## config.mk

```make
export PLATFORM = sky130hd
export DESIGN_NAME = demux5_router
export DESIGN_NICKNAME = d
export VERILOG_FILES = /design/src/rtl/demux5_pkg.sv /design/src/rtl/demux_slot.sv /design/src/rtl/demux5_router.sv
export SDC_FILE = /design/constraint.sdc
export NUM_CORES = 1
export LEC_CHECK = 0
export BUFFER_PORTS_ARGS = -buffer_cell sky130_fd_sc_hd__buf_2
export CAP_MARGIN = 20
export CORE_ASPECT_RATIO = 0.75
export CORE_MARGIN = 2
export CORE_UTILIZATION = 51
export DETAILED_ROUTE_END_ITERATION = 16
export GPL_TIMING_DRIVEN = 1
export PLACE_DENSITY = 0.83
export SLEW_MARGIN = 20
export SYNTH_ARGS = -nofsm -noshare
export SYNTH_HDL_FRONTEND = slang
export SYNTH_SLANG_ARGS = --single-unit
```

## constraint.sdc

```tcl
create_clock -name clk -period 2.5 [get_ports clk]
set_input_delay 0.125 -clock clk [delete_from_list [all_inputs] [get_ports clk]]
set_output_delay 0.125 -clock clk [all_outputs]
set_load 0.005 [all_outputs]
```

## src/rtl/demux5_pkg.sv

```systemverilog
// Shared sizing, channel codes and select validation for the 5-way byte router.
package demux5_pkg;

    localparam int unsigned DATA_W = 8;
    localparam int unsigned NUM_CH = 5;
    localparam int unsigned SEL_W  = 3;
    localparam int unsigned CNT_W  = 8;

    typedef enum logic [SEL_W-1:0] {
        CH_A = 3'd0,
        CH_B = 3'd1,
        CH_C = 3'd2,
        CH_D = 3'd3,
        CH_E = 3'd4
    } ch_e;

    function automatic logic sel_is_valid(input logic [SEL_W-1:0] sel);
        return (32'(sel) < NUM_CH);
    endfunction

endpackage

```

## src/rtl/demux_slot.sv

```systemverilog
// One-entry holding register for a single output channel with valid/ready handshake.
module demux_slot #(
    parameter int unsigned DATA_W = 8
) (
    input  logic              clk,
    input  logic              rst,
    input  logic              load_i,
    input  logic [DATA_W-1:0] data_i,
    input  logic              ready_i,
    output logic              valid_o,
    output logic [DATA_W-1:0] data_o
);

    logic              valid_q, valid_d;
    logic [DATA_W-1:0] data_q, data_d;

    // Load wins over consume so a same-cycle refill keeps the slot occupied.
    always_comb begin
        valid_d = valid_q;
        data_d  = data_q;
        if (valid_q && ready_i) begin
            valid_d = 1'b0;
        end
        if (load_i) begin
            valid_d = 1'b1;
            data_d  = data_i;
        end
    end

    always_ff @(posedge clk or posedge rst) begin
        if (rst) begin
            valid_q <= 1'b0;
            data_q  <= '0;
        end else begin
            valid_q <= valid_d;
            data_q  <= data_d;
        end
    end

    assign valid_o = valid_q;
    assign data_o  = data_q;

endmodule

```

## src/rtl/demux5_router.sv

```systemverilog
// Routes one byte stream to five registered channels by manual select or round-robin.
module demux5_router
    import demux5_pkg::*;
(
    input  logic                     clk,
    input  logic                     rst,
    input  logic [DATA_W-1:0]        in_data,
    input  logic [SEL_W-1:0]         in_sel,
    input  logic                     in_valid,
    output logic                     in_ready,
    input  logic                     auto_mode,
    output logic [NUM_CH*DATA_W-1:0] out_data,
    output logic [NUM_CH-1:0]        out_valid,
    input  logic [NUM_CH-1:0]        out_ready,
    output logic                     err_sel,
    output logic [CNT_W-1:0]         drop_count,
    output logic [SEL_W-1:0]         rr_ptr
);

    logic [SEL_W-1:0]  rr_ptr_q, rr_ptr_d;
    logic              err_q, err_d;
    logic [CNT_W-1:0]  drop_q, drop_d;
    logic [SEL_W-1:0]  target;
    logic              tgt_ok;
    logic              tgt_free;
    logic              accept;
    logic [NUM_CH-1:0] load;

    always_comb begin
        target = auto_mode ? rr_ptr_q : in_sel;
        tgt_ok = sel_is_valid(target);
    end

    // Invalid targets always accept so the bad byte can be dropped and counted.
    always_comb begin
        tgt_free = 1'b0;
        for (int unsigned k = 0; k < NUM_CH; k++) begin
            if (target == SEL_W'(k)) begin
                tgt_free = ~out_valid[k] | out_ready[k];
            end
        end
        in_ready = tgt_ok ? tgt_free : 1'b1;
        accept   = in_valid & in_ready;
    end

    always_comb begin
        load = '0;
        for (int unsigned k = 0; k < NUM_CH; k++) begin
            load[k] = accept & tgt_ok & (target == SEL_W'(k));
        end
    end

    always_comb begin
        rr_ptr_d = rr_ptr_q;
        if (!auto_mode) begin
            rr_ptr_d = '0;
        end else if (accept) begin
            rr_ptr_d = (rr_ptr_q == SEL_W'(NUM_CH - 1)) ? '0 : rr_ptr_q + SEL_W'(1);
        end
    end

    always_comb begin
        err_d  = accept & ~tgt_ok;
        drop_d = drop_q;
        if (err_d && (drop_q != '1)) begin
            drop_d = drop_q + CNT_W'(1);
        end
    end

    always_ff @(posedge clk or posedge rst) begin
        if (rst) begin
            rr_ptr_q <= '0;
            err_q    <= 1'b0;
            drop_q   <= '0;
        end else begin
            rr_ptr_q <= rr_ptr_d;
            err_q    <= err_d;
            drop_q   <= drop_d;
        end
    end

    for (genvar k = 0; k < NUM_CH; k++) begin : g_slot
        demux_slot #(
            .DATA_W(DATA_W)
        ) u_slot (
            .clk    (clk),
            .rst    (rst),
            .load_i (load[k]),
            .data_i (in_data),
            .ready_i(out_ready[k]),
            .valid_o(out_valid[k]),
            .data_o (out_data[k*DATA_W +: DATA_W])
        );
    end

    assign err_sel    = err_q;
    assign drop_count = drop_q;
    assign rr_ptr     = rr_ptr_q;

endmodule

```

==> reports/metrics.csv, run 1 <==
stage,metric,value,unit
outcome,status,"complete, no violations",
placement,PortBufs,77,
floorplan,die area,5530,sq um
timing,Final min period,2.37,ns
timing,Rel. slew slack,64.2,%
timing,Final Setup Violations,0,
routing,Max Used Layer,met4,
placement,hpwl dp,3890,microns
critical_path,worst-path cell chain,"and4bb_2, o21ba_1, nor4b_4, o21ai_4, nor3_4, buf_12, mux2_2",
clocking,"Reg clk slew, reported paths",0.06,ns
floorplan,IO Pins,78,
clocking,CTS Buf Count,9,
clocking,Clock Latency Late Sink,0.34,ns
floorplan,chip height,64.9,microns
final_layout,"commonest non-fill, non-tap cell in the layout",buf_2,
timing,final hold vios,0,
timing,RSZ-0062 raised after global routing,no,
synthesis,synth unique cells,41,
timing,Max Slew Vio Count,0,
pwr,worst vdd ir,0.684,mV
critical_path,crit path max fanout,9,
routing,Routed Antenna Nets,0,
synthesis,Ys Warns,0,
global_routing,initial antenna violation count,0,
global_routing,largest net degree at the start of global routing,28,
synthesis,#FFs+latches synth,57,
final_layout,register area,1430,sq um
critical_path,WS Path Type,reg2reg,
synthesis,share of flip-flops with an asynchronous set or reset after synthesis,100,%
synthesis,ranking of synthesized cells by area,"dfrtp_1, mux2_2, nor3_4",
synthesis,Synth Instances,176,
synthesis,post-synth top area share,56.6,%
critical_path,slowest CP cell,dfrtp_1,
floorplan,Starting Density,52.3,%
synthesis,syn_area_per_cell,14.3,sq um
placement,placed instance count,312,
final_layout,most frequent cells in the layout,"buf_2, dfrtp_1, mux2_2, clkbuf_8, buf_4",
final_layout,share of cells above drive strength 1,58.1,%
routing,WL met3,380,microns
synthesis,post-synthesis sequential area ratio,56.6,%
synthesis,Post-synth EDFFs,0,
synthesis,"area leader, netlist",dfrtp_1,
critical_path,"Req. time, crit path",2.72,ns
final_layout,Post-Layout Cell Count,330,
final_layout,Multi-input gate area,1030,sq um
final_layout,Final #Nets,290,
timing,Setup WS post-layout,0.135,ns
critical_path,crit path DAT,2.59,ns
final_layout,area delta synth->final,29.4,%
timing,worst-margin pin slew,0.537,ns
global_routing,first-pass GRT wire length,9000,microns
critical_path,CP max stage delay,0.44,ns
global_routing,Global Route Usage Sum,22.0,%
critical_path,worst path bufs/invs,1,
critical_path,critical path's top delay family,simple AND/OR/NAND/NOR gates,
pwr,PwrDens,930,nW/um^2
pwr,Leak,1.60,nW
routing,met1 wire length,2370,microns
placement,dpl ws,-0.0849,ns
clocking,CTS Root Cell,clkbuf_8,
timing,period utilization,94.6,%
critical_path,Worst Setup End Kind,flip-flop,
placement,gpl congestion,0.769,
timing,setup TNS,0,ns
routing,TritonRoute pass-1 iters,4,
routing,drt via density,5.28,
synthesis,Main synth FF type,dfrtp_1,
timing,clock skew,0.00959,ns
floorplan,core area,4820,sq um
run,max-cap violations,0,
routing,drt total wl,5480,microns
floorplan,Die X,85.2,microns
final_layout,ant diodes,0,
clocking,Max Buffers Root-to-Sink,2,
clocking,Clock Sinks,57,
min_path,Hold Crit Class,in2reg,
clocking,TritonCTS clock tree,built,
global_routing,overflow left after global routing,0,
final_layout,Fillers,353,
routing,routed wl met2,2620,microns
pwr,Total Power,3.03,mW
clocking,CTS H-tree lvls,3,
routing,via count,1743,
floorplan,row count,22,
routing,drt wl/cell,16.6,microns
routing,drc violations,0,
critical_path,Worst Setup Start Kind,flip-flop,
synthesis,syn nets,199,
synthesis,synthesized area,2520,sq um
timing,maximum clock frequency,0.423,GHz
routing,DR iter-0 viols,61,
global_routing,number of global-route vias before repair,1783,
==> what timing repair did <==
| action | in CTS | in global routing |
|---|---|---|
| hold endpoints to repair | 25 | 0 |
| endpoints found under the setup margin | 8 | 19 |
| hold buffers | 1 | 0 |
| pin swaps | 1 | 2 |
| gates resized for setup | 0 | 2 |
| setup buffers | 1 | 2 |
| cloned | 0 | 0 |
==> cell usage after synthesis (all sizes together) (3+ instances only) <==
cell type and n:
nand3 4, nor2 4, inv 4, nand2b 3, nor4b 3, ha 3
o21ai 5, nand2 4, mux2 44, xnor2 5, buf 8, dfrtp 57
nor3 4
==> kinds of logic (layout without fill, tap and decap cells) <==
logic type,count (synthesis),after routing,synth area share [%]
flip-flops,57,57,56.6
XOR/XNOR,7,7,2.43
multiplexers,45,45,20.5
AO/OA/AOI/OAI,16,16,4.91
adder cells (fa/ha/maj),3,3,1.49
AND/OR/NAND/NOR,36,36,11.1
buffers and inverters,12,106,2.98
==> routing by layer <==
metal,global-route usage (%),vias to the layer above
li1,-,814
met1,28.4,863
met2,33.6,54
met3,8.41,12
met4,9.13,0
met5,0,-
==> area by class of cell <==
class / instances / share of cell area, %
Sequential cell: 57 / 43.7
Multi-Input combinational cell: 107 / 31.7
Timing Repair Buffer: 88 / 15.6
Clock buffer: 12 / 5.06
Tap cell: 60 / 2.30
Clock inverter: 2 / 1.15
Inverter: 4 / 0.460
==> flip-flops by register name (all words and copies together), names as in the netlist <==
| register | count |
|---|---|
| g_slot.u_slot.valid_o | 5 |
| err_sel | 1 |
| g_slot.u_slot.data_o | 40 |
| rr_ptr | 3 |
| drop_count | 8 |
==> path summary, 6_finish.rpt <==
check / end / slack (ns) / from / cells past startpoint
min reg2reg: g_slot[4].u_slot.data_o[0]$_DFFE_PP0P_ / 0.49 / g_slot[4].u_slot.data_o[0]$_DFFE_PP0P_ / 1
max: g_slot[0].u_slot.data_o[3]$_DFFE_PP0P_ / 0.13 / rr_ptr[0]$_DFFE_PP0P_ / 7
max in group asynchronous: g_slot[2].u_slot.data_o[6]$_DFFE_PP0P_ / 1.50 / rst / 4
min in group asynchronous: g_slot[3].u_slot.data_o[7]$_DFFE_PP0P_ / 0.38 / rst / 3
min: g_slot[0].u_slot.valid_o$_DFFE_PP0P_ / 0.07 / out_ready[0] / 3
max reg2reg: g_slot[0].u_slot.data_o[3]$_DFFE_PP0P_ / 0.13 / rr_ptr[0]$_DFFE_PP0P_ / 7
==> stage by stage <==
stage          hold slack, ns  util, %  area, sq um
2_1_floorplan           0.260        -         2520
6_report               0.0737     67.7         3260
3_3_place_gp            0.197     61.7         2970
4_1_cts                0.0583     66.6         3210
3_5_place_dp            0.201     61.7         2970
5_1_grt                0.0696     67.7         3260
==> worst reg2reg max path, stage by stage, from the launching register on <==
cell and delay (ns):
dfrtp_1 0.44, and4bb_2 0.27, o21ba_1 0.23, nor4b_4 0.36, o21ai_4 0.19, nor3_4 0.26, buf_12 0.16, mux2_2 0.34
==> where the power goes <==
part / internal [mW] / switching [mW] / leakage, nW
Combinational: 0.454 / 0.331 / 0.784
Sequential: 1.20 / 0.168 / 0.712
Clock: 0.530 / 0.349 / 0.101
Total: 2.19 / 0.848 / 1.60
(Power assumes the default switching activity.)
==> run 2: changes to the inputs <==
--- a/config.mk
+++ b/config.mk
@@ -7,12 +7,12 @@
 export LEC_CHECK = 0
 export BUFFER_PORTS_ARGS = -buffer_cell sky130_fd_sc_hd__buf_2
 export CAP_MARGIN = 20
-export CORE_ASPECT_RATIO = 0.75
+export CORE_ASPECT_RATIO = 0.7
 export CORE_MARGIN = 2
 export CORE_UTILIZATION = 51
 export DETAILED_ROUTE_END_ITERATION = 16
 export GPL_TIMING_DRIVEN = 1
-export PLACE_DENSITY = 0.83
+export PLACE_DENSITY = 0.86
 export SLEW_MARGIN = 20
 export SYNTH_ARGS = -nofsm -noshare
 export SYNTH_HDL_FRONTEND = slang
==> run 2 against run 1 <==
  * Cell count is 4.2% higher
  * Sequential power hardly changed
  * Sequential cell count stayed put
  * Highest routed layer unchanged
  * Register-to-register slack hardly changed
  * Via count is 3.8% higher
  * Clock power is 13% higher
  * Critical endpoint is now g_slot[0].u_slot.data_o[4]$_DFFE_PP0P_
  * Die area hardly changed
  * Global-route usage is 1.1 points higher
  * Largest cell class unchanged
  * Critical path type unchanged
==> reports/metrics.csv, run 2 (synthesized netlist as in run 1, its figures left out) <==
stage,metric,value,unit
final_layout,Largest register FFs,40,
floorplan,die area,5530,sq um
pwr,Switch Pwr,0.865,mW
critical_path,WS Path Type,reg2reg,
critical_path,CP Capture Point,g_slot[0].u_slot.data_o[4]$_DFFE_PP0P_,
clocking,Clock Latency Late Sink,0.33,ns
clocking,"Reg clk slew, reported paths",0.06,ns
clocking,CTS Buf Count,9,
timing,worst-margin pin slew,0.485,ns
final_layout,area delta synth->final,31.2,%
global_routing,largest net degree at the start of global routing,26,
critical_path,Worst Setup End Kind,flip-flop,
timing,Max Slew Vio Count,0,
placement,gpl congestion,0.854,
routing,drt via density,5.26,
routing,TritonRoute pass-1 iters,4,
clocking,TritonCTS clock tree,built,
pwr,clock network power share,31.4,%
floorplan,IO Pins,78,
routing,Routed Antenna Nets,0,
final_layout,share of cells above drive strength 1,58.9,%
floorplan,row count,21,
min_path,hold path startpoint,in_data[3],
critical_path,Worst R2R Setup Slack,0.12,ns
final_layout,cell area after layout,3310,sq um
timing,Final Setup Violations,0,
floorplan,Starting Density,52.7,%
routing,via count,1809,
pwr,PwrDens,957,nW/um^2
timing,RSZ-0062 raised after global routing,no,
pwr,Switching Share,27.3,%
pwr,cell-internal power,2.30,mW
final_layout,Final #Nets,293,
global_routing,initial antenna violation count,0,
routing,routed wl met2,2530,microns
routing,drc violations,0,
critical_path,Worst Setup Start Kind,flip-flop,
final_layout,ant diodes,0,
pwr,Gate power share,25.0,%
global_routing,overflow left after global routing,0,
timing,hold slack,0.0867,ns
placement,dpl cell area,3000,sq um
routing,drt wl/cell,16.6,microns
floorplan,core area,4780,sq um
timing,maximum clock frequency,0.421,GHz
placement,PortBufs,77,
run,max-cap violations,0,
pwr,Seq pwr share,43.5,%
critical_path,cells on worst reg2reg path,7,
timing,setup TNS,0,ns
pwr,worst vdd ir,0.580,mV
final_layout,"commonest non-fill, non-tap cell in the layout",buf_2,
outcome,status,"complete, no violations",
pwr,Leak,1.63,nW
timing,clock skew,0.00618,ns
routing,drt total wl,5720,microns
floorplan,chip height,62.8,microns
clocking,Max Buffers Root-to-Sink,2,
critical_path,crit path DAT,2.60,ns
routing,Max Used Layer,met4,
pwr,Total Power,3.17,mW
timing,final hold vios,0,
placement,placed instance count,323,
clocking,CTS H-tree lvls,3,
final_layout,Fillers,360,
floorplan,Die X,88.0,microns
clocking,CTS Root Cell,clkbuf_8,
global_routing,first-pass GRT wire length,9330,microns
placement,hpwl dp,4030,microns
global_routing,number of global-route vias before repair,1779,
clocking,Clock Sinks,57,
routing,WL met3,424,microns
final_layout,Post-Layout Cell Count,344,
critical_path,Reg-to-Reg End,g_slot[0].u_slot.data_o[4]$_DFFE_PP0P_,
timing,Rel. slew slack,67.2,%
critical_path,"Req. time, crit path",2.72,ns
routing,DR iter-0 viols,96,
critical_path,Critical path origin,rr_ptr[2]$_DFFE_PP0P_,
critical_path,crit path max fanout,7,
timing,period utilization,95.1,%
final_layout,most frequent cells in the layout,"buf_2, dfrtp_1, mux2_2, clkbuf_8, buf_4",
critical_path,worst r2r src,rr_ptr[2]$_DFFE_PP0P_,
routing,met1 wire length,2660,microns
min_path,Hold Crit Class,in2reg,
global_routing,Global Route Usage Sum,23.2,%
timing,Final min period,2.38,ns
-- run 2: final cells by class --
type | instances | area, sq um | area share (%)
clock buffer | 12 | 165 | 4.99
tap | 69 | 86.3 | 2.61
inverter | 4 | 15.0 | 0.454
clock inverter | 4 | 73.8 | 2.23
sequential | 57 | 1430 | 43.1
multi-input combinational | 108 | 1040 | 31.5
timing repair buffer | 90 | 498 | 15.1
-- run 2: critical path, stage by stage, from the launching register on --
cell	delay (ns)
dfrtp_1	0.43
and4bb_2	0.27
o21ba_1	0.23
nor4b_4	0.36
o21ai_4	0.19
nor3_4	0.23
buf_4	0.20
mux2_2	0.35
-- run 2: power groups by stage --
stage / registers [mW] / logic, mW / clock network [mW]
final: 1.38 / 0.793 / 0.995
after global routing: 1.41 / 0.866 / 1.08
after CTS: 1.38 / 0.790 / 1.02
after detailed placement: 1.39 / 0.781 / 0
after global placement: 1.38 / 0.756 / 0
after floorplan: 1.40 / 0.365 / 0
-- run 2: routing by layer --
metal / up-vias / track usage [%]
met2: 77 / 32.1
li1: 829 / -
met1: 894 / 32.4
met4: 0 / 9.28
met5: - / 0
met3: 9 / 9.51
-- run 2: worst min-delay path by stage --
| stage | to | cells after the start | slack (ns) |
|---|---|---|---|
| 2_1_floorplan | g_slot[4].u_slot.data_o[0]$_DFFE_PP0P_ | 1 | 0.26 |
| 3_3_place_gp | g_slot[1].u_slot.data_o[3]$_DFFE_PP0P_ | 2 | 0.05 |
| 3_5_place_dp | g_slot[1].u_slot.data_o[3]$_DFFE_PP0P_ | 2 | 0.05 |
| 4_1_cts | g_slot[1].u_slot.data_o[3]$_DFFE_PP0P_ | 2 | 0.07 |
| 5_1_grt | g_slot[2].u_slot.data_o[6]$_DFFE_PP0P_ | 2 | 0.07 |
| 6_report | g_slot[3].u_slot.data_o[3]$_DFFE_PP0P_ | 2 | 0.09 |
-- run 2: what timing repair did --
action,in CTS,in global routing
hold endpoints to repair,8,0
gates resized for setup,0,2
pin swaps,1,3
buffers inserted,2,1
hold buffers,1,0
cloned,0,1
endpoints found under the setup margin,8,13
-- run 2: stage by stage --
stage,util [%],worst slack [ns]
final,69.2,0.124
after global routing,69.2,0.0181
after CTS,68.3,0.0510
after detailed placement,62.7,-0.0241
after global placement,62.7,0.0488
after floorplan,-,0.172
==> run 3: changes to the inputs <==
--- a/config.mk
+++ b/config.mk
@@ -11,7 +11,7 @@
 export CORE_MARGIN = 2
 export CORE_UTILIZATION = 51
 export DETAILED_ROUTE_END_ITERATION = 16
-export GPL_TIMING_DRIVEN = 1
+export GPL_TIMING_DRIVEN = 0
 export PLACE_DENSITY = 0.86
 export SLEW_MARGIN = 20
 export SYNTH_ARGS = -nofsm -noshare
==> constraint.sdc (replaced) <==
create_clock -name clk -period 2.3 [get_ports clk]
set_input_delay 0.115 -clock clk [delete_from_list [all_inputs] [get_ports clk]]
set_output_delay 0.115 -clock clk [all_outputs]
set_load 0.005 [all_outputs]
==> run 3 against run 2 <==
  * The flow now finishes with violations (negative setup slack)
  * Setup slack worse by 0.13 ns
  * Non-clock buffer count up 12
  * Worst hold slack worse by 0.017 ns
  * Wire length up 1.1%
  * Sequential share of layout area down 1.9 points
  * Fmax up 2.9%
  * Cell count up 3.2%
  * Critical path type unchanged
  * Critical endpoint is now g_slot[3].u_slot.data_o[0]$_DFFE_PP0P_
  * Largest cell class unchanged
==> reports/metrics.csv, run 3 (synthesized netlist as in run 1, its figures left out) <==
stage,metric,value,unit
clocking,"Reg clk slew, reported paths",0.06,ns
critical_path,worst r2r src,rr_ptr[0]$_DFFE_PP0P_,
critical_path,worst-path cell chain,"and4bb_2, o21ba_4, nor4b_4, o21ai_4, buf_6, nor3_4, buf_12, mux2_2",
floorplan,core area,4780,sq um
timing,hold slack,0.0694,ns
critical_path,crit path DAT,2.53,ns
timing,Setup WS post-layout,-0.00883,ns
timing,maximum clock frequency,0.433,GHz
final_layout,Fillers,361,
placement,hpwl dp,3710,microns
final_layout,most frequent cells in the layout,"buf_2, dfrtp_1, mux2_2, mux2_4, buf_4",
placement,dpl cell area,3000,sq um
floorplan,row count,21,
final_layout,ant diodes,0,
pwr,PwrDens,942,nW/um^2
placement,placed instance count,322,
clocking,CTS H-tree lvls,3,
routing,drt wl/cell,16.3,microns
timing,RSZ-0062 raised after global routing,yes,
pwr,Leak,1.71,nW
critical_path,Worst Setup End Kind,flip-flop,
final_layout,register area,1430,sq um
final_layout,"commonest non-fill, non-tap cell in the layout",buf_2,
critical_path,CP max stage delay,0.42,ns
pwr,Total Power,3.26,mW
timing,Max Slew Vio Count,0,
floorplan,IO Pins,78,
floorplan,die area,5530,sq um
clocking,CTS Buf Count,9,
routing,drt total wl,5780,microns
final_layout,area delta synth->final,37.4,%
floorplan,Die X,88.0,microns
final_layout,Final #Nets,304,
timing,clock skew,0.00640,ns
global_routing,initial antenna violation count,0,
routing,DR iter-0 viols,27,
critical_path,WS Path Type,reg2reg,
placement,gpl congestion,0.773,
global_routing,largest net degree at the start of global routing,58,
run,max-cap violations,0,
floorplan,Starting Density,52.7,%
critical_path,crit path max fanout,8,
clocking,Max Buffers Root-to-Sink,2,
routing,via count,1832,
critical_path,"Req. time, crit path",2.52,ns
critical_path,slowest CP cell,dfrtp_2,
clocking,CTS Root Cell,clkbuf_8,
timing,Final min period,2.31,ns
routing,drc violations,0,
global_routing,first-pass GRT wire length,9270,microns
global_routing,Global Route Usage Sum,22.7,%
final_layout,share of cells above drive strength 1,60.8,%
placement,PortBufs,77,
final_layout,Post-Layout Cell Count,355,
global_routing,overflow left after global routing,0,
critical_path,Worst Setup Start Kind,flip-flop,
min_path,Hold Crit Class,in2reg,
routing,Routed Antenna Nets,0,
final_layout,Largest register FFs,40,
final_layout,cell area after layout,3460,sq um
outcome,failing checks,negative setup slack,
timing,worst-margin pin slew,0.703,ns
timing,period utilization,100,%
min_path,hold path startpoint,in_data[0],
outcome,status,finished with violations,
routing,drt via density,5.16,
final_layout,Multi-input gate area,1120,sq um
clocking,TritonCTS clock tree,built,
global_routing,number of global-route vias before repair,1892,
clocking,Clock Sinks,57,
critical_path,Critical path origin,rr_ptr[0]$_DFFE_PP0P_,
pwr,worst vdd ir,0.575,mV
clocking,Clock Latency Late Sink,0.34,ns
timing,final hold vios,0,
timing,Rel. slew slack,53.2,%
timing,Final Setup Violations,10,
floorplan,chip height,62.8,microns
routing,TritonRoute pass-1 iters,4,
-- run 3: cell count changes in the layout (fill, tap and decap cells not counted), sizes merged --
cell,before,now
buf,89,101
bufinv,2,0
clkbuf,12,11
clkinv,2,4
clkinvlp,0,1
o21ai,6,5
-- run 3: worst paths after layout --
| kind | slack (ns) | endpoint | cells past startpoint |
|---|---|---|---|
| setup / recovery | -0.009 | g_slot[3].u_slot.data_o[0]$_DFFE_PP0P_ | 8 |
| hold / removal | 0.07 | g_slot[4].u_slot.data_o[0]$_DFFE_PP0P_ | 2 |
| setup reg to reg | -0.009 | g_slot[3].u_slot.data_o[0]$_DFFE_PP0P_ | 8 |
| hold reg to reg | 0.49 | g_slot[4].u_slot.data_o[0]$_DFFE_PP0P_ | 1 |
| max in group asynchronous | 1.37 | rr_ptr[0]$_DFFE_PP0P_ | 3 |
| min in group asynchronous | 0.44 | g_slot[4].u_slot.data_o[3]$_DFFE_PP0P_ | 3 |
-- run 3: stage by stage --
step | setup TNS [ns] | util (%) | setup WS, ns
6_report | -0.0471 | 72.4 | -0.00883
5_1_grt | -2.27 | 72.4 | -0.101
4_1_cts | 0 | 70.6 | 0.00337
3_5_place_dp | -12.34 | 62.6 | -0.382
3_3_place_gp | -10.26 | 62.6 | -0.355
2_1_floorplan | -0.220 | - | -0.0275
-- run 3: report_power, final --
| group | internal, mW | switching, mW | leakage [nW] | total [mW] |
|---|---|---|---|---|
| registers | 1.31 | 0.184 | 0.711 | 1.49 |
| clock network | 0.416 | 0.400 | 0.0891 | 0.816 |
| logic | 0.584 | 0.372 | 0.909 | 0.955 |
-- run 3: worst max-delay path, delay by kind of cell, from the launching register on --
kind,cells,cell delay (ns)
buf+inv,2,0.30
mux,1,0.33
simple gates,3,0.77
compound gates,2,0.37
flops,1,0.42
-- run 3: layout make-up --
class / count / area share [%]
flip-flops and latches: 57 / 41.2
multi-input cells: 107 / 32.4
repair buffers: 94 / 16.7
clock buffers: 11 / 4.08
well taps: 69 / 2.49
plain buffers: 8 / 1.73
clock inverters: 5 / 0.903
inverters: 4 / 0.506
-- run 3: per-layer routing --
metal  global-route usage, %  vias up  part of all wire (%)
met4                    8.71        0                   1.1
li1                        -      844                     -
met2                    34.4       59                    46
met3                    8.98        9                   6.2
met5                       0        -                     0
met1                    29.5      920                    46
-- run 3: timing repair --
| item | 4_1_cts | 5_1_grt |
|---|---|---|
| setup endpoints to repair | 43 | 39 |
| pin swaps | 7 | 1 |
| gates resized for setup | 10 | 19 |
| hold buffers | 1 | 0 |
| buffers inserted | 14 | 2 |
| hold endpoints to repair | 57 | 0 |
